$ cat config.mk
export PLATFORM = sky130hd
export DESIGN_NAME = maxpool_fp
export DESIGN_NICKNAME = d
export VERILOG_FILES = /design/src/rtl/maxpool_fp.sv
export SDC_FILE = /design/constraint.sdc
export NUM_CORES = 1
export LEC_CHECK = 0
export CAP_MARGIN = 20
export CORE_AREA = 2 2 193 157
export CTS_CLUSTER_SIZE = 12
export DETAILED_ROUTE_END_ITERATION = 10
export DIE_AREA = 0 0 195 159
export PLACE_DENSITY = 0.73
export SLEW_MARGIN = 30
export SYNTH_ARGS = -nofsm -noshare
export SYNTH_HDL_FRONTEND = slang
export SYNTH_SLANG_ARGS = --single-unit
$ cat constraint.sdc
create_clock -name clk -period 2.2 [get_ports clk]
set_input_delay 0.44 -clock clk [delete_from_list [all_inputs] [get_ports clk]]
set_output_delay 0.44 -clock clk [all_outputs]
set_load 0.1 [all_outputs]
$ cat src/rtl/maxpool_fp.sv
// Streaming 1-D per-channel max-pool with frame tracking and a flagged final output.
// Define MAXPOOL_CEIL_EN to emit the trailing partial window at frame end (ceil mode).
module maxpool_fp #(
  parameter int unsigned NO_CH     = 10,
  parameter int unsigned BW        = 12,
  parameter int unsigned POOL      = 2,
  parameter int unsigned FRAME_LEN = 128
) (
  input  logic                       clk,
  input  logic                       rst,
  input  logic                       vld_in,
  input  logic [NO_CH-1:0][BW-1:0]   data_in,
  output logic                       vld_out,
  output logic [NO_CH-1:0][BW-1:0]   data_out,
  output logic                       last_out
);

  localparam int unsigned WW = $clog2(POOL);
  localparam int unsigned FW = (FRAME_LEN > 1) ? $clog2(FRAME_LEN) : 1;

`ifdef MAXPOOL_CEIL_EN
  localparam logic        CEIL_MODE = 1'b1;
  localparam logic        HAS_LAST  = 1'b1;
  localparam int unsigned LAST_IDX  = FRAME_LEN - 1;
`else
  // Floor mode flags the last full window; a frame shorter than POOL has none.
  localparam int unsigned NUM_FULL  = FRAME_LEN / POOL;
  localparam logic        CEIL_MODE = 1'b0;
  localparam logic        HAS_LAST  = (NUM_FULL > 0) ? 1'b1 : 1'b0;
  localparam int unsigned LAST_IDX  = (NUM_FULL > 0) ? (NUM_FULL * POOL - 1) : 0;
`endif

  logic [WW-1:0]              win_cnt;
  logic [FW-1:0]              frm_cnt;
  logic [NO_CH-1:0][BW-1:0]   acc;

  logic [NO_CH-1:0][BW-1:0]   max_c;
  logic                       win_last_c;
  logic                       frm_last_c;
  logic                       emit_c;
  logic                       last_c;

  // Running maximum including the current input; a fresh window starts from data_in.
  always_comb begin
    max_c      = data_in;
    win_last_c = (win_cnt == WW'(POOL - 1));
    frm_last_c = (frm_cnt == FW'(FRAME_LEN - 1));
    emit_c     = win_last_c || (CEIL_MODE && frm_last_c);
    last_c     = emit_c && HAS_LAST && (frm_cnt == FW'(LAST_IDX));
    if (win_cnt != '0) begin
      for (int i = 0; i < int'(NO_CH); i++) begin
        max_c[i] = (acc[i] > data_in[i]) ? acc[i] : data_in[i];
      end
    end
  end

  always_ff @(posedge clk) begin
    if (rst) begin
      win_cnt  <= '0;
      frm_cnt  <= '0;
      acc      <= '0;
      vld_out  <= 1'b0;
      last_out <= 1'b0;
      data_out <= '0;
    end else begin
      vld_out  <= 1'b0;
      last_out <= 1'b0;
      if (vld_in) begin
        acc      <= max_c;
        win_cnt  <= (win_last_c || frm_last_c) ? '0 : win_cnt + WW'(1);
        frm_cnt  <= frm_last_c ? '0 : frm_cnt + FW'(1);
        vld_out  <= emit_c;
        last_out <= last_c;
        if (emit_c) begin
          data_out <= max_c;
        end
      end
    end
  end

endmodule

======== Word level (Yosys, flattened, before mapping) ========
Cells that the tools add are included.
word-level totals
  register bits after elaboration ......... 250
  input port bits ......................... 123
  output and inout port bits .............. 122
  logic and storage cells ................. 55
cells by class
  $add $sub $neg .......................... 2
  $lt $le $gt $ge ......................... 10
  equal/unequal tests ..................... 1
  mux-type cells .......................... 13
  bitwise gates (word level) .............. 1
  reduce and logical (&&, ||, !) cells .... 4
operators by type and width
  cell                                         number
  greater-than comparator 12 bit               10
  two-way mux 12 bit                           10
  two-way mux 120 bit                          1
  adder 7 x 1 -> 7 bit, second input constant  1
  equality test 7 bit, second input constant   1
  two-way mux 7 bit                            1
  AND reduction 2 bit                          1
  OR reduction 2 bit                           1
  adder 1 bit, second input constant           1
  logical AND 1 bit                            1
  logical OR 1 bit                             1
  two-way mux 1 bit                            1
  inverter 1 bit                               1

======== Logic depth before layout (Yosys ltp) ========
  depth after elaboration ................. 3
  mapped depth ............................ 10
  mapped depth without buffers ............ 8

======== Worst setup path after synthesis ========
No wires, ideal clock.
  kind .................................... input to register
  from .................................... input data_in[10] (netlist name)
  to ...................................... register acc[10] (netlist name)
  setup time .............................. 0.128 ns
  arrival time ............................ 2.086 ns
  data required time ...................... 2.072 ns
  path slack .............................. -0.013 ns
  stages on the path ...................... 9
  buffers on the path ..................... 1
  cell sequence ........................... inv_1 -> ha_1 -> a21oi_1 -> nand2_1 -> a21o_1 -> o41ai_2 -> buf_6 -> mux2i_1 -> nor2_1
between the ends
  cells in the longest elaborated chain, start to end .. 3
RTL lines
  item                            RTL line  RTL
  from (decl)                     12        input logic [NO_CH-1:0][BW-1:0] data_in,
  greater-than comparator 12 bit  52        max_c[i] = (acc[i] > data_in[i]) ? acc[i] : data_in[i];
  two-way mux 12 bit              52
  two-way mux 120 bit *           50        if (win_cnt != '0) begin
  to (signal assigned)            69        acc <= max_c;
  to (decl)                       35        logic [NO_CH-1:0][BW-1:0] acc;
Mark *: on every way between the ends. The rest lies on a longest branch, timed or not.
A chain may end at the register's enable or synchronous reset.

======== Worst setup path after layout ========
  from .................................... register acc[91] (netlist name)
  to ...................................... register acc[95] (netlist name)
between the ends
  cells in the longest elaborated chain, start to end .. 3
RTL lines
  item                            RTL line
  greater-than comparator 12 bit  52
  two-way mux 12 bit              52
  two-way mux 120 bit             50
No other way between the ends.

==> metrics.md <==
| Metric | Value |
|---|---|
| Run status | finished with violations |
| Failing checks | DRC, setup timing |
| Area leader, netlist | dfxtp_1 |
| Area contributors post-synth | dfxtp_1, ha_1, mux2i_1, inv_1, o221ai_1 |
| First-pass GRT wire length | 58800 um |
| Clock Latency Late Sink | around 0.53 ns |
| Syn Area/Cell | 9.100 sq um |
| Final period utilization | 1.026 |
| Worst slack, placed | -0.9125 ns |
| Top cell type's share of synthesized area | 0.3887 |
| Clock slew at reported path FFs | ~0.060 ns |
| Final wirelength | 38060 um |
| Main combinational cell family by area after synthesis | compound AO/OA/AOI/OAI gates |
| CP max-delay cell | dfxtp_2 |
| Setup slack after layout | -0.05735 ns |
| Initial core utilization | 0.4439 |
| Vias per inst | around 5.4 |
| RSZ-0062 raised after global routing | yes |
| CTS H-Tree Depth | 1 |
| Max cap viols | 0 |
| Synth unique cells | 45 |
| Leading cell type in the layout, fill and taps excluded | buf_4 |
| Syn Inst Count | between 1000 and 1500 |
| Slew @ Worst Pin | 0.8554 ns |
| Area delta synth->final | 43.68% |
| Synth Area in XOR/XNOR | 0.003401 |
| Reg area | 5024 sq um |
| Clk pwr share | 0.357 |
| TritonCTS buffer count | 27 |
| FMAX | 443.0 MHz |
| Worst VDD drop | about 0.48 mV |
| Total number of vias | between 10000 and 15000 |
| Setup crit start kind | register |
| Critical Path Fanout Max | 7 |
| CTS Sinks | 250 |
| Post-Route Skew | 0.01104 ns |
| Clock Path Buffers | 3 |
| Worst rel slew slack | 0.4297 |
| Data arrival, critical path | 2.62 ns |
| Switching Fraction | 0.3043 |
| Routed len/inst | about 17 um |
| Setup violators final | 10 |
| Worst Hold Slack | 0.2068 ns |
| Core box area | 29010 sq um |
| Syn Nets | 1659 |
| Die area | ~31000 sq um |
| Layout Utilization | 0.6378 |
| Ports | around 250 |
| Residual DRC | 2 |
| Pin count of the biggest net entering global routing | 160 |
| Total of flip-flops plus latches after synthesis | 250 |
| Tot GR Track Use | 0.2269 |
| Lkg Pwr | 8.789 nW |
| Post-Synth Simple-Gate Area | 0.1422 |
| Post-Syn Area | 12880 sq um |
| Synth Area in Adders | 0.1176 |
| Area of the multi-input gates | 7615 sq um |
| Slew Viols, Final | 0 |
| Power per cell area | between 600 and 700 nW/um^2 |
| Post-synthesis mux area share | 0.06841 |
| Fin. Hold Viols | 0 |
| Post-synth EDFFs | 0 |
| Layout cell share with drive strength beyond 1 | 0.2762 |
| Clk root buf | clkbuf_16 |
| CP top delay family | simple AND/OR/NAND/NOR gates |
| Row count | 56 |
| WP buf/inv | 2 |
| First drt pass iteration count | 8 |
| Ys async rst share | 0 |
| Switching power total | 3.728 mW |
| CP Cell Sequence | ha_4, nand4_1, buf_4, o31a_1, or2b_1, o41ai_4, buf_6, mux2i_1, nor2_1 |
| Hold WC Path Type | in -> reg |
| WP data required | 2.57 ns |
| Die Wd | 195 um |
| Nets | 2040 |
| Compound-Gate Fraction of Synth Area | 0.1902 |
| Reg power frac | 0.408 |
| Critical Path Sink Type | register |
| Setup TNS | -0.2231 ns |
| Tmin final | between 2 and 2.5 ns |
| Fillcell total | about 2400 |
| Ys Warns | 0 |
| Total grt overflow | 0 |
| Final ANT Viol Nets | 0 |
| WS Path Type | reg -> reg |
| Vias in the first global route | 11600 |
| Crit path largest cell delay | 0.34 ns |
| Initial antenna violation count | 10 |
| Drt first-iter violations | approximately 630 |
| Die H | 159 um |
| Comb power frac | 0.235 |
| # port buffers | 244 |
| Most frequent cells in the layout | buf_4, dfxtp_1, inv_1 |
| Pint | 8.526 mW |
| Post-DP HPWL | approximately 25000 um |
| GPL Wtd Cong | 0.8200 |
| CTS tree | done |
| Synth Flop Type | dfxtp_1 |
| Sequential share of the synthesized area | 0.3887 |
metrics by stage:
step	std cells	instance area [sq um]	total power, mW
after detailed placement	2117	16470	7.673
after CTS	2169	17590	12.12
final	2198	18500	12.25
after floorplan	1415	12920	6.730
after global routing	2196	18500	12.78
after global placement	2114	16440	7.605
path summary, 6_finish.rpt:
path,from,end,slack [ns],depth (start not counted)
max,acc[91],acc[95],-0.06,9
max reg2reg,acc[91],acc[95],-0.06,9
min,data_in[4],acc[4],0.21,3
min reg2reg,data_out[110],data_out[110],0.46,2
routing by layer:
layer  global-route usage  share of wire  wire (um)
met4              0.07356          0.027       1018
met1               0.3024           0.46      17420
met2               0.3744           0.46      17450
met5                    0         0.0010         39
met3              0.03876          0.056       2135
sequential cells by signal (all words and copies together) (netlist names):
| name | cells |
|---|---|
| acc | 120 |
| data_out | 120 |
| frm_cnt | 7 |
| emit_c | 1 |
| last_out | 1 |
| vld_out | 1 |
synth_stat cells, types with 18 or more instances:
cell / instances
nand4_1: 33
a21oi_1: 47
and3_1: 36
a221o_1: 36
clkbuf_1: 55
o41ai_1: 33
o21ai_0: 39
o221ai_1: 48
nor2_1: 101
nand3_1: 47
dfxtp_1: 250
mux2i_1: 88
o311ai_0: 25
inv_1: 169
ha_1: 121
a21o_1: 18
nor2b_1: 43
nand2_1: 106
worst min-delay path: cells and delay by family:
kind,cells,cell delay [ns]
buffers and inverters,1,0.11
muxes,1,0.08
and+or+nand+nor,1,0.07
kinds of logic (layout without fill, tap and decap cells):
group | after synthesis | after routing
and+or+nand+nor | 384 | 385
adders and majority gates | 121 | 121
xor gates and xnor gates | 5 | 5
buffers and inverters | 261 | 659
other | 0 | 7
muxes | 88 | 88
DFF | 250 | 250
AOI/OAI and AO/OA | 306 | 306
power by group through the flow:
stage | combinational (mW) | sequential [mW] | clock [mW]
4_1_cts | 2.69 | 4.97 | 4.45
2_1_floorplan | 1.10 | 5.63 | 0
3_5_place_dp | 2.61 | 5.06 | 0
3_3_place_gp | 2.56 | 5.05 | 0
6_report | 2.88 | 5.00 | 4.38
5_1_grt | 3.10 | 5.03 | 4.65
what timing repair did:
item | in CTS | in global routing
pin swaps | 30 | 53
buffers inserted | 7 | 19
hold buffers | 0 | 0
cloned | 0 | 6
endpoints found under the hold margin | 0 | 0
gates resized for setup | 66 | 174
setup endpoints to repair | 178 | 234
final cells by class:
type | count | share of cell area
clock buffers | 41 | 0.04207
diodes | 7 | 0.0009468
flip-flops and latches | 250 | 0.2715
repair buffers | 442 | 0.2094
clock inverters | 6 | 0.002976
well taps | 377 | 0.02550
multi-input cells | 905 | 0.4116
inverters | 170 | 0.03598
(Power assumes the default switching activity.)
